**src/rtl/cd_io_ports.sv**
```systemverilog
// ---------------------------------------------------------------------------
// cd_io_ports -- parametrised I/O port unit for the single-cycle CPU datapath
//
// Purpose:
//   N_OUT output port registers written from the datapath (register data or
//   immediate). They are clocked from the core clock with a write enable.
//   N_IN input ports are brought into the clock domain through SYNC_STAGES
//   flops per pin. Each input channel has a sticky change flag, and the
//   enabled flags raise a registered interrupt request.
//
// Optional feature (macro CD_IO_READBACK_EN):
//   When the macro is defined, rb_sel/rb_data give a combinational readback
//   of any output port. The default build leaves these ports out.
//
// Parameters:
//   DW          data width of every port and of the datapath bus
//   N_IN        number of input ports  (1..16)
//   N_OUT       number of output ports (1..16)
//   SYNC_STAGES synchroniser depth per input pin (2..3)
//
// Ports:
//   clk       core clock, rising edge
//   reset     asynchronous active-low reset
//   we        output-port write strobe
//   out_sel   target output port; values >= N_OUT are ignored
//   s_out     write source select: 0 = reg_data, 1 = imm_data
//   reg_data  register-file read data
//   imm_data  immediate field from the instruction
//   out_data  flattened output ports; port k is bits [k*DW +: DW]
//   in_port   flattened asynchronous input pins
//   in_sel    input port read select; values >= N_IN read as 0
//   rd        input-port read strobe; clears chg_flag[in_sel]
//   in_data   synchronised value of the selected input
//   irq_en    per-channel interrupt mask (1 = enabled)
//   chg_flag  sticky per-channel change flags
//   irq       registered interrupt request
//   rb_sel    (CD_IO_READBACK_EN) output port to read back
//   rb_data   (CD_IO_READBACK_EN) current value of port rb_sel; 0 if out of range
// ---------------------------------------------------------------------------
module cd_io_ports #(
    parameter int unsigned DW          = 8,
    parameter int unsigned N_IN        = 4,
    parameter int unsigned N_OUT       = 4,
    parameter int unsigned SYNC_STAGES = 2,
    localparam int unsigned OSW        = (N_OUT > 1) ? $clog2(N_OUT) : 1,
    localparam int unsigned ISW        = (N_IN > 1) ? $clog2(N_IN) : 1
) (
    input  logic                  clk,
    input  logic                  reset,
    input  logic                  we,
    input  logic [OSW-1:0]        out_sel,
    input  logic                  s_out,
    input  logic [DW-1:0]         reg_data,
    input  logic [DW-1:0]         imm_data,
    output logic [N_OUT*DW-1:0]   out_data,
    input  logic [N_IN*DW-1:0]    in_port,
    input  logic [ISW-1:0]        in_sel,
    input  logic                  rd,
    output logic [DW-1:0]         in_data,
    input  logic [N_IN-1:0]       irq_en,
    output logic [N_IN-1:0]       chg_flag,
    output logic                  irq
`ifdef CD_IO_READBACK_EN
    ,
    input  logic [OSW-1:0]        rb_sel,
    output logic [DW-1:0]         rb_data
`endif
);

    // ------------------------------------------------------------------
    // State
    // ------------------------------------------------------------------
    logic [DW-1:0]          out_q  [N_OUT];
    logic [DW-1:0]          out_d  [N_OUT];
    logic [N_IN*DW-1:0]     sync_q [SYNC_STAGES];
    logic [N_IN*DW-1:0]     sync_d [SYNC_STAGES];
    logic [SYNC_STAGES-1:0] vld_q, vld_d;
    logic [N_IN*DW-1:0]     prev_q, prev_d;
    logic                   armed_q, armed_d;
    logic [N_IN-1:0]        chg_q, chg_d;
    logic                   irq_q, irq_d;

    logic [N_IN*DW-1:0]     sync_val;

    assign sync_val = sync_q[SYNC_STAGES-1];

    // ------------------------------------------------------------------
    // Output port registers: enable-registered, no clock gating
    // ------------------------------------------------------------------
    always_comb begin
        for (int unsigned k = 0; k < N_OUT; k++) begin
            out_d[k] = out_q[k];
            if (we && (32'(out_sel) == k)) begin
                out_d[k] = s_out ? imm_data : reg_data;
            end
        end
    end

    // ------------------------------------------------------------------
    // Input synchroniser
    // A valid bit travels with the data through the chain. The change
    // detector arms only once prev_q holds a sample that has actually
    // come through every stage. Otherwise the reset-zero contents of the
    // chain would look like a change on a pin that is static and nonzero.
    // ------------------------------------------------------------------
    always_comb begin
        sync_d[0] = in_port;
        for (int unsigned s = 1; s < SYNC_STAGES; s++) begin
            sync_d[s] = sync_q[s-1];
        end
        vld_d   = {vld_q[SYNC_STAGES-2:0], 1'b1};
        prev_d  = sync_val;
        armed_d = vld_q[SYNC_STAGES-1];
    end

    // ------------------------------------------------------------------
    // Change flags and interrupt
    // When a set and a clear hit the same flag in one cycle, the set wins,
    // so no event is dropped.
    // ------------------------------------------------------------------
    always_comb begin
        for (int unsigned i = 0; i < N_IN; i++) begin
            chg_d[i] = chg_q[i];
            if (rd && (32'(in_sel) == i)) begin
                chg_d[i] = 1'b0;
            end
            if (armed_q && (sync_val[i*DW +: DW] != prev_q[i*DW +: DW])) begin
                chg_d[i] = 1'b1;
            end
        end
        irq_d = |(chg_q & irq_en);
    end

    // ------------------------------------------------------------------
    // Registers
    // ------------------------------------------------------------------
    always_ff @(posedge clk or negedge reset) begin
        if (!reset) begin
            for (int unsigned k = 0; k < N_OUT; k++) begin
                out_q[k] <= '0;
            end
            for (int unsigned s = 0; s < SYNC_STAGES; s++) begin
                sync_q[s] <= '0;
            end
            vld_q   <= '0;
            prev_q  <= '0;
            armed_q <= 1'b0;
            chg_q   <= '0;
            irq_q   <= 1'b0;
        end else begin
            for (int unsigned k = 0; k < N_OUT; k++) begin
                out_q[k] <= out_d[k];
            end
            for (int unsigned s = 0; s < SYNC_STAGES; s++) begin
                sync_q[s] <= sync_d[s];
            end
            vld_q   <= vld_d;
            prev_q  <= prev_d;
            armed_q <= armed_d;
            chg_q   <= chg_d;
            irq_q   <= irq_d;
        end
    end

    // ------------------------------------------------------------------
    // Outputs
    // ------------------------------------------------------------------
    always_comb begin
        for (int unsigned k = 0; k < N_OUT; k++) begin
            out_data[k*DW +: DW] = out_q[k];
        end
    end

    always_comb begin
        in_data = '0;
        for (int unsigned i = 0; i < N_IN; i++) begin
            if (32'(in_sel) == i) begin
                in_data = sync_val[i*DW +: DW];
            end
        end
    end

    assign chg_flag = chg_q;
    assign irq      = irq_q;

`ifdef CD_IO_READBACK_EN
    // Reads the registers directly, so a write to the same port in the
    // same cycle returns the old value.
    always_comb begin
        rb_data = '0;
        for (int unsigned k = 0; k < N_OUT; k++) begin
            if (32'(rb_sel) == k) begin
                rb_data = out_q[k];
            end
        end
    end
`endif

endmodule
```
**config.mk**
```make
export PLATFORM = sky130hd
export DESIGN_NAME = cd_io_ports
export DESIGN_NICKNAME = d
export VERILOG_FILES = /design/src/rtl/cd_io_ports.sv
export SDC_FILE = /design/constraint.sdc
export NUM_CORES = 1
export LEC_CHECK = 0
export BUFFER_PORTS_ARGS = -buffer_cell sky130_fd_sc_hd__buf_2
export CAP_MARGIN = 15
export CORE_MARGIN = 4
export CORE_UTILIZATION = 25
export CTS_BUF_LIST = sky130_fd_sc_hd__clkbuf_4 sky130_fd_sc_hd__clkbuf_8 sky130_fd_sc_hd__clkbuf_16
export DETAILED_ROUTE_END_ITERATION = 7
export PLACE_DENSITY = 0.44
export SYNTH_ARGS = -nofsm -noshare
export SYNTH_HDL_FRONTEND = slang
export SYNTH_SLANG_ARGS = --single-unit
```
**constraint.sdc**
```tcl
create_clock -name clk -period 1.75 [get_ports clk]
set_input_delay 0.0875 -clock clk [delete_from_list [all_inputs] [get_ports clk]]
set_output_delay 0.0875 -clock clk [all_outputs]
set_load 0.01 [all_outputs]
```
==> impl_metrics.tcl <==
set metrics [dict create \
    outcome "finished, final reports clean" \
    layout_setup_ws_ns 0.156 \
    placed_area_um2 5310 \
    cp.arrival_ns 1.51 \
    grt_use_total_pct 10.8 \
    dieArea_um2 20200 \
    startpoint "prev_d[7]$_DFF_PN0_" \
    whs_ns 0.0398 \
    met3_usage_pct 5.98 \
    endpoint "in_data[7]" \
    postRouteAntennaNets 0 \
    final_util_pct 35.9 \
    relSlewSlack_pct 56.7 \
    place.gp.congestion 0.776 \
    cts_root_buffer "clkbuf_16" \
    cts.htree.levels 4 \
    fill_cells 1703 \
    worstReg2RegStart "chg_flag[0]$_DFFE_PN0P_" \
    reg2reg_to "irq$_DFF_PN0_" \
    synth_warnings 0 \
    firstDrtPassIters 4 \
    grt_start_max_net_pins 50 \
    synth_cells 286 \
    grt-ovfl-total 0 \
    hpwl_mm 7.09 \
    cts_sinks 136 \
    cts_tree "done" \
    fmax_mhz 627 \
    synthAdderAreaFrac_pct 0 \
    final_common_cell "dfrtp_1" \
    cp-end-kind "primary output" \
    synthMuxAreaShare_pct 6.36 \
    die_y_um 142 \
    fin_cells 685 \
    nNetsFinal 506 \
    ioPinCount 106 \
    wl_per_cell_um 14.7 \
    grt_busiest_layer "met2" \
    core.rowCount 48 \
    use_met1_pct 13.0 \
    reg2reg_depth 3 \
    first_global_vias 3069 \
    cts_resized 0 \
    first_iter_violations 89 \
    slew_violations 0 \
    drt_wl_total_mm 10.1 \
    drc_errors 0 \
    vias 2720 \
    period_share_pct 91.1 \
    fin_tns_setup_ns 0 \
    hold_violations 0 \
    cts_hold_buffers 38 \
    dp_cells 613 \
    synth-compound-area-share_pct 4.94 \
    start_kind "flip-flop" \
    cts_made_buffers 17 \
    critical_path_class "reg -> out" \
    p_per_area_nw_per_um2 1240 \
    ys_seq_area_share_pct 75.6 \
    yosysUniqueCellTypes 20 \
    syn2layout_area_growth_pct 39.2 \
    worst-path-max-fanout 3 \
    fin_crit_ns 1.59 \
    post_cts_buffers 0 \
    cap_violations 0 \
    grt_pass1_wl_mm 16.4 \
    synth_simple_gate_area_share_pct 5.28 \
    hold_class "in -> reg" \
    insertion_delay_ns 0.41 \
    power_mw 7.75 \
    numPortBuffers 105 \
    synth_seq_cells 136 \
    syn_nets 347 \
    design.core.area_um2 17500 \
    hold_depth 3 \
    antenna_found_initial 2 \
    tightestPinTransition_ns 0.649 \
    synth_top_family_by_area "multiplexers" \
    fin_skew_ns 0.00602 \
    place_ws_ns 0.438 \
    max-vdd-ir-drop_v 0.000571 \
    synth.avg_cell_area_um2 15.7 \
    setup_viol 0 \
    path_clk_slew_ns 0.06 \
    cp_data_required_time_ns 1.66 \
    clock_path_buffers 2 \
    drive_above_1_share_pct 31.7 \
    synthXorXnorAreaFrac_pct 6.22 \
    power_leakage_nw 2.84 \
    netlist_area_um2 4500 \
    layout_common_cells "dfrtp_1, buf_2, dlygate4sd3_1" \
    rsz0062_at_grt "false" \
    design_area_um2 6270 \
    r2r_slack_ns 0.44 \
    drt-vias-per-instance 3.97 \
    floorplan.initialDensity_pct 25.8 \
    die_w_um 142 \
    grt_util_met2_pct 16.2 \
]
area by class of cell:
| type | count | area [µm²] | share of cell area, % |
|---|---|---|---|
| Tap cell | 225 | 282 | 4.49 |
| Antenna cell | 2 | 5.00 | 0.0798 |
| Clock inverter | 15 | 154 | 2.45 |
| Timing Repair Buffer | 147 | 967 | 15.4 |
| Clock buffer | 17 | 425 | 6.78 |
| Multi-Input combinational cell | 142 | 1030 | 16.4 |
| Inverter | 1 | 3.75 | 0.0599 |
| Sequential cell | 136 | 3400 | 54.3 |
metal layers:
metal  wire length [µm]  vias to the layer above
met3                977                       12
li1                   -                     1297
met2               4550                      101
met4                131                        0
met5                  0                        -
met1               4390                     1310
power by group:
part	switching [mW]	leakage, nW	internal, mW
Clock	1.45	0.276	2.01
Sequential	0.139	1.59	3.40
Combinational	0.395	0.973	0.363
Total	1.99	2.84	5.77
Yosys cell counts:
cell type / instances / area (µm²)
a21oi_1: 6 / 30.0
a21oi_2: 2 / 17.5
a22oi_1: 2 / 15.0
buf_2: 2 / 10.0
buf_6: 5 / 56.3
conb_1: 1 / 3.75
dfrtp_1: 136 / 3400
inv_1: 1 / 3.75
mux2i_1: 8 / 80.1
mux4_1: 7 / 184
mux4_2: 1 / 22.5
nand2_1: 30 / 113
nand2b_1: 1 / 6.26
nand3_1: 1 / 5.00
nand3b_1: 2 / 15.0
nand4_1: 8 / 50.1
nor2_1: 8 / 30.0
nor3b_4: 1 / 18.8
o21ai_0: 32 / 160
xnor2_1: 32 / 280
worst min path at each step:
stage | start | endpoint | slack (ns)
after floorplan | reset | armed_q$_DFF_PN0_ | -0.21
after global placement | reset | prev_q[15]$_DFF_PN0_ | 0.07
after detailed placement | reset | sync_d[31]$_DFF_PN0_ | 0.07
after CTS | imm_data[0] | out_data[0]$_DFFE_PN0P_ | 0.02
after global routing | imm_data[0] | out_data[0]$_DFFE_PN0P_ | 0.04
final | reg_data[0] | out_data[0]$_DFFE_PN0P_ | 0.04
worst max-delay path, stage by stage, from the launching register on:
cell,delay (ns)
dfrtp_1,0.43
mux4_1,0.51
buf_2,0.15
registers in the layout, indices dropped and copies added (netlist names):
register	count
out_data	32
prev_d	32
prev_q	32
sync_d	32
chg_flag	4
vld_q	2
armed_q	1
irq	1
kinds of logic after synthesis:
logic type                count (synthesis)
DFF                                     136
muxes                                    16
xor gates and xnor gates                 32
buffers and inverters                     8
and+or+nand+nor                          51
AOI/OAI and AO/OA                        42
other                                     1
Note: power is estimated with default switching activity, not from simulation.
